==> src/rtl/mem_stage_pkg.sv <==
// mem_stage_pkg: shared definitions for the MEM-stage data-memory access unit.
//   - state_t          : access FSM states (IDLE, ACCESS, COMPLETE)
//   - SZ_*             : access size encodings carried in mem_control[3:2]
//   - MC_*             : bit positions inside the 4-bit MEM control word
//   - is_misaligned()  : natural-alignment test used by the optional
//                        alignment check (macro MEM_ALIGN_CHECK_EN)
package mem_stage_pkg;

  typedef enum logic [1:0] {
    IDLE     = 2'd0,
    ACCESS   = 2'd1,
    COMPLETE = 2'd2
  } state_t;

  localparam logic [1:0] SZ_WORD = 2'b00;
  localparam logic [1:0] SZ_BYTE = 2'b01;
  localparam logic [1:0] SZ_HALF = 2'b10;
  localparam logic [1:0] SZ_RSVD = 2'b11;  // behaves as a word access

  localparam int MC_EN      = 0;
  localparam int MC_WRITE   = 1;
  localparam int MC_SIZE_LO = 2;
  localparam int MC_SIZE_HI = 3;

  // Word (and reserved) accesses need addr[1:0]==0, halfwords need addr[0]==0.
  function automatic logic is_misaligned(input logic [1:0] size, input logic [1:0] lane);
    logic bad;
    bad = 1'b0;
    case (size)
      SZ_BYTE: bad = 1'b0;
      SZ_HALF: bad = lane[0];
      default: bad = (lane != 2'b00);
    endcase
    return bad;
  endfunction

endpackage

==> src/rtl/mem_lane_align.sv <==
// mem_lane_align: combinational byte-lane steering for one data-bus access.
// Ports:
//   size       in  2   access size (SZ_WORD / SZ_BYTE / SZ_HALF / SZ_RSVD)
//   lane       in  2   byte address bits [1:0]
//   store_data in  32  raw store data (byte in [7:0], halfword in [15:0])
//   rdata      in  32  read word from the bus
//   be         out 4   byte enables for the addressed lane(s)
//   wdata      out 32  store data replicated across all lanes
//   load_ext   out 32  addressed lane(s) of rdata, zero-extended
// Word accesses ignore lane, halfword accesses ignore lane[0] (force-align).
module mem_lane_align
  import mem_stage_pkg::*;
(
  input  logic [1:0]  size,
  input  logic [1:0]  lane,
  input  logic [31:0] store_data,
  input  logic [31:0] rdata,
  output logic [3:0]  be,
  output logic [31:0] wdata,
  output logic [31:0] load_ext
);

  always_comb begin
    be       = 4'b1111;
    wdata    = store_data;
    load_ext = rdata;
    case (size)
      SZ_BYTE: begin
        be       = 4'b0001 << lane;
        wdata    = {4{store_data[7:0]}};
        load_ext = {24'h0, rdata[{lane, 3'b000} +: 8]};
      end
      SZ_HALF: begin
        be       = 4'b0011 << {lane[1], 1'b0};
        wdata    = {2{store_data[15:0]}};
        load_ext = {16'h0, rdata[{lane[1], 4'b0000} +: 16]};
      end
      default: begin
        be       = 4'b1111;
        wdata    = store_data;
        load_ext = rdata;
      end
    endcase
  end

endmodule

==> src/rtl/mem_access_unit.sv <==
// mem_access_unit: MEM-stage data-memory access unit.
// Takes the MEM control word, address and store data from EX/MEM, runs one
// request/acknowledge transaction on the data bus, stalls the pipeline while
// it is in flight and presents zero-extended load data to MEM/WB.
// Ports:
//   clk, reset        clock, synchronous active-high reset
//   mem_control_in    [0] mem_en, [1] mem_write, [3:2] size
//   addr_in           byte address;  store_data_in  store data
//   bus_req/we/addr/wdata/be   data-bus request (valid only in ACCESS)
//   bus_ack/bus_rdata          one-cycle completion and read word
//   load_data         aligned load result, held until the next completion
//   mem_stall         hold upstream pipeline stages
//   mem_done          one-cycle completion pulse
//   bus_error         pulse with mem_done when the access timed out
//   align_fault       pulse with mem_done on a misaligned access
// Build option: define MEM_ALIGN_CHECK_EN to reject misaligned word/halfword
// accesses without a bus request; otherwise they are force-aligned and
// align_fault stays 0.
module mem_access_unit
  import mem_stage_pkg::*;
#(
  parameter int ADDR_W         = 32,
  parameter int TIMEOUT_CYCLES = 16
) (
  input  logic              clk,
  input  logic              reset,
  input  logic [3:0]        mem_control_in,
  input  logic [ADDR_W-1:0] addr_in,
  input  logic [31:0]       store_data_in,
  output logic              bus_req,
  output logic              bus_we,
  output logic [ADDR_W-1:0] bus_addr,
  output logic [31:0]       bus_wdata,
  output logic [3:0]        bus_be,
  input  logic              bus_ack,
  input  logic [31:0]       bus_rdata,
  output logic [31:0]       load_data,
  output logic              mem_stall,
  output logic              mem_done,
  output logic              bus_error,
  output logic              align_fault
);

  localparam int CNT_W = (TIMEOUT_CYCLES > 2) ? $clog2(TIMEOUT_CYCLES) : 1;
  localparam logic [CNT_W-1:0] CNT_LAST = CNT_W'(TIMEOUT_CYCLES - 1);

  state_t state_reg, state_next;

  // Request registers: the bus sees only these, so EX/MEM may change freely
  // once the access has been accepted.
  logic [ADDR_W-1:0] word_addr_reg;
  logic              we_reg;
  logic [1:0]        size_reg;
  logic [1:0]        lane_reg;
  logic [31:0]       sdata_reg;
  logic [CNT_W-1:0]  cnt_reg;
  logic              err_reg;
  logic [31:0]       load_data_reg;

  logic        mem_en;
  logic        reject;
  logic [3:0]  lane_be;
  logic [31:0] lane_wdata;
  logic [31:0] lane_load;

  assign mem_en = mem_control_in[MC_EN];

`ifdef MEM_ALIGN_CHECK_EN
  logic fault_reg;
  assign reject = is_misaligned(mem_control_in[MC_SIZE_HI:MC_SIZE_LO], addr_in[1:0]);
`else
  assign reject = 1'b0;
`endif

  // Steering works from the registered request, so be/wdata are stable for
  // the whole ACCESS phase.
  mem_lane_align u_lane_align (
    .size       (size_reg),
    .lane       (lane_reg),
    .store_data (sdata_reg),
    .rdata      (bus_rdata),
    .be         (lane_be),
    .wdata      (lane_wdata),
    .load_ext   (lane_load)
  );

  // State register
  always_ff @(posedge clk) begin
    if (reset) state_reg <= IDLE;
    else       state_reg <= state_next;
  end

  // Next-state logic; an ack on the last counted cycle still wins.
  always_comb begin
    state_next = state_reg;
    case (state_reg)
      IDLE: begin
        if (mem_en) state_next = reject ? COMPLETE : ACCESS;
      end
      ACCESS: begin
        if (bus_ack || (cnt_reg == CNT_LAST)) state_next = COMPLETE;
      end
      COMPLETE: state_next = IDLE;
      default:  state_next = IDLE;
    endcase
  end

  // Request capture, timeout counter and load result
  always_ff @(posedge clk) begin
    if (reset) begin
      word_addr_reg <= '0;
      we_reg        <= 1'b0;
      size_reg      <= SZ_WORD;
      lane_reg      <= 2'b00;
      sdata_reg     <= 32'h0;
      cnt_reg       <= '0;
      err_reg       <= 1'b0;
      load_data_reg <= 32'h0;
`ifdef MEM_ALIGN_CHECK_EN
      fault_reg     <= 1'b0;
`endif
    end else begin
      case (state_reg)
        IDLE: begin
          if (mem_en) begin
            word_addr_reg <= {addr_in[ADDR_W-1:2], 2'b00};
            we_reg        <= mem_control_in[MC_WRITE];
            size_reg      <= mem_control_in[MC_SIZE_HI:MC_SIZE_LO];
            lane_reg      <= addr_in[1:0];
            sdata_reg     <= store_data_in;
            cnt_reg       <= '0;
            err_reg       <= 1'b0;
`ifdef MEM_ALIGN_CHECK_EN
            fault_reg     <= reject;
`endif
          end
        end
        ACCESS: begin
          cnt_reg <= cnt_reg + 1'b1;
          if (bus_ack) begin
            if (!we_reg) load_data_reg <= lane_load;
          end else if (cnt_reg == CNT_LAST) begin
            err_reg       <= 1'b1;
            load_data_reg <= 32'h0;
          end
        end
        default: ;
      endcase
    end
  end

  // Outputs; bus fields read as 0 outside ACCESS.
  always_comb begin
    bus_req     = 1'b0;
    bus_we      = 1'b0;
    bus_addr    = '0;
    bus_wdata   = 32'h0;
    bus_be      = 4'b0000;
    mem_stall   = 1'b0;
    mem_done    = 1'b0;
    bus_error   = 1'b0;
    align_fault = 1'b0;
    case (state_reg)
      IDLE: mem_stall = mem_en;
      ACCESS: begin
        bus_req   = 1'b1;
        bus_we    = we_reg;
        bus_addr  = word_addr_reg;
        bus_wdata = lane_wdata;
        bus_be    = lane_be;
        mem_stall = 1'b1;
      end
      COMPLETE: begin
        mem_done  = 1'b1;
        bus_error = err_reg;
`ifdef MEM_ALIGN_CHECK_EN
        align_fault = fault_reg;
`endif
      end
      default: ;
    endcase
  end

  assign load_data = load_data_reg;

endmodule

==> config.mk <==
export PLATFORM = sky130hd
export DESIGN_NAME = mem_access_unit
export DESIGN_NICKNAME = d
export VERILOG_FILES = /design/src/rtl/mem_stage_pkg.sv /design/src/rtl/mem_lane_align.sv /design/src/rtl/mem_access_unit.sv
export SDC_FILE = /design/constraint.sdc
export NUM_CORES = 1
export LEC_CHECK = 0
export CAP_MARGIN = 10
export CORE_ASPECT_RATIO = 1.1
export CORE_MARGIN = 10
export CORE_UTILIZATION = 45
export DETAILED_ROUTE_END_ITERATION = 16
export GPL_TIMING_DRIVEN = 0
export PLACE_DENSITY_LB_ADDON = 0.3
export SETUP_SLACK_MARGIN = 0.1
export SYNTH_ARGS = -nofsm -noshare
export SYNTH_HDL_FRONTEND = slang
export SYNTH_SLANG_ARGS = --single-unit
==> constraint.sdc <==
create_clock -name clk -period 2.7 [get_ports clk]
set_input_delay 0.675 -clock clk [delete_from_list [all_inputs] [get_ports clk]]
set_output_delay 0.675 -clock clk [all_outputs]
set_load 0.05 [all_outputs]
==> results.md <==
- Seq cells post-synth: between 100 and 150
- Number of antenna violations at the first check in global routing: 1
- Post-CTS Hold Buffers: 0
- Clock slew at reported path FFs: about 0.070 ns
- Outcome: finished, final reports clean
- CP cell instances: nand2b_1 -> buf_4 -> inv_2 -> buf_6 -> buf_8 -> nand2_1 -> a21oi_2 -> buf_4
- Critical Path End Type: primary output
- DR DRC count: 0
- Crit path buf inv count: 5
- Post-DP Area: between 0.006 and 0.007 mm^2
- Vias: 4803
- Clk_skew: approximately 0.0084 ns
- Clk pwr share: 0.350
- Hold crit path type: flip-flop to flip-flop
- Starting density of the core: 0.4546
- Actual slew at the worst max-slew pin: roughly 0.63 ns
- Slowest stage cell, crit path: dfxtp_1
- Final HPWL DP: approximately 14 mm
- Die area: ~0.015 mm^2
- Post-synth EDFFs: 0
- RSZ-0062 raised after global routing: yes
- Max incr delay on CP: 0.34 ns
- CP required: roughly 2.0 ns
- Synth top area cells: dfxtp_1 45%, a22o_1 17%, and2_1 5.5%, a21oi_1 3.1%, nand3_1 2.8%
- CTS Sinks: between 100 and 150
- Fmax: around 0.4 GHz
- First-pass GRT wire length: roughly 27 mm
- Peak VDD IR: 0.0003463 V
- CORE AREA: 0.01030 mm^2
- Slew headroom: 0.5795
- WL/cell: 20.37 um
- Total Routing Usage GR: 0.2297
- FILL cells: 850
- CP arrival: approximately 1.9 ns
- Initial DRC Count: 290
- N_diodes: 0
- GRT overflow: 0
- Max Slew Vio Count: 0
- H-tree levels: 3
- Dominant synthesized flop cell: dfxtp_1
- Post-Synthesis Cells: 511
- Largest delay share family, worst path: buffers and inverters
- Vias per cell: 5.483
- Crit Path Class: flip-flop to primary output
- Final period utilization: 0.9489
- Insertion delay to the later sink of the worst-skew pair: around 0.35 ns
- Max-cap violations: 0
- Largest net degree at the start of global routing: 18
- Vias in the first global route: ~5000
- Sw Share: 0.2973
- CTS Buf Count: 9
- Die Span Y: around 130 um
- Design area: about 0.0072 mm^2
- DP Cell Count: 860
- Switching power: 1.229 mW
- # IOs: about 210
- FP Rows: 39
- Drt pass-1 iters: 5
- CTS max path bufs: 2
- Non-filler instance count after layout: 876
- Post-synth ARST share: 0
- Minimum clock period after layout: 2.562 ns
- Final Setup Violations: 0
- Synthesized area per cell: ~9 um^2
- Port buffer count: around 200
- Unique masters post-synth: 39
- CTS tree: done
- Synth warn: 0
- GP Congestion: 0.8881
- P&R area growth vs syn: 54.61%
- Yosys top cell area share: 0.4534
- Most frequent cells after synthesis: 106 x dfxtp_1, 91 x a22o_1, 41 x and2_1
- Comb power frac: 0.235
- Root buf cell: clkbuf_16
- Die X: 117.2 um
- # nets final: around 840
- Setup crit start kind: flip-flop
- Reg power frac: 0.415
- Post-synthesis sequential area ratio: 0.4534
- Share of layout cells above drive strength 1: 0.2156
- Post-synth top area cell: dfxtp_1
- Synthesized area: 0.004681 mm^2
- CP max FO: 10
- Count leader, synth: dfxtp_1
- Cell mode on critical path: buf_4
- Final WL: 17.85 mm
- LEAKAGE: 2.939 nW
- Power per cell area: around 570 mW/mm^2
- Routed Antenna Nets: 0
- Internal power: between 2 and 3 mW
- Fin. Hold Viols: 0
## kinds of logic (layout without fill, tap and decap cells)
group                      after synthesis  count (layout)  share of synthesized area
other                                    1               3                  0.0008012
buffers and inverters                   69             289                    0.07377
and+or+nand+nor                        152             152                     0.1671
AOI/OAI and AO/OA                      171             171                     0.2772
adders and majority gates                4               4                    0.01069
muxes                                    8               8                    0.01711
DFF                                    106             106                     0.4534
## layer usage
metal  track usage  vias up  routed length, um  part of all wire
met5             0        -                 17           0.00095
met4       0.09461        2                544             0.030
met3       0.09665       35               1927              0.11
met2        0.3675      224               8421              0.47
met1        0.2631     2267               6936              0.39
li1              -     2275                  -                 -
## cell usage in the layout, fill, tap and decap left out, types with 22 or more instances in the layout
master	n
buf_4	23
nand2_1	24
dfxtp_1	104
a22o_1	91
and2_1	41
buf_6	22
clkbuf_4	26
nand3_1	26
nor2_1	25
clkdlybuf4s50_1	134
buf_2	32
## worst register-to-register path: cells and delay by family (launching register included)
family	cells	cell delay (ns)
buf+inv	2	0.43
fa+ha+maj	1	0.29
flops	1	0.35
simple gates	1	0.11
compound gates	3	0.58
## final cells by class
type,count,area [um^2],share of cell area
flip-flops and latches,106,2127,0.2939
well taps,143,178.9,0.02472
repair buffers,204,1881,0.2599
clock inverters,5,85.08,0.01176
clock buffers,11,242.7,0.03354
multi-input cells,338,2318,0.3204
plain buffers,48,325.3,0.04495
inverters,21,78.83,0.01089
## stage by stage
step	power [mW]	hold WS [ns]	setup TNS [ns]	util	setup slack (ns)
after floorplan	2.287	0.4405	0	-	0.01614
after global placement	2.666	0.4440	-16.42	0.6734	-0.5954
after detailed placement	2.682	0.4534	-18.60	0.6734	-0.5957
after CTS	4.111	0.4625	0	0.6919	0.05748
after global routing	4.262	0.4835	0	0.7029	0.07700
final	4.135	0.4666	0	0.7029	0.1381
## worst paths after layout
path / start / to / slack, ns / cells after the start
hold reg to reg: load_data[29] / load_data[29] / 0.47 / 2
setup reg to reg: size_reg[0] / load_data[0] / 0.83 / 7
setup / recovery: state_reg[1] / bus_wdata[29] / 0.14 / 8
hold / removal: load_data[29] / load_data[29] / 0.47 / 2
## power by group through the flow
stage / clock, mW / sequential [mW] / combinational (mW)
6_report: 1.45 / 1.72 / 0.972
5_1_grt: 1.51 / 1.73 / 1.03
4_1_cts: 1.46 / 1.71 / 0.942
3_5_place_dp: 0 / 1.75 / 0.935
3_3_place_gp: 0 / 1.74 / 0.922
2_1_floorplan: 0 / 1.78 / 0.507
## repair_timing
| action | 4_1_cts | 5_1_grt |
|---|---|---|
| endpoints found under the setup margin | 69 | 66 |
| resized for setup | 383 | 79 |
| setup buffers | 0 | 0 |
| pin swaps | 2 | 5 |
No activity file was read; power rests on OpenSTA's default activity.
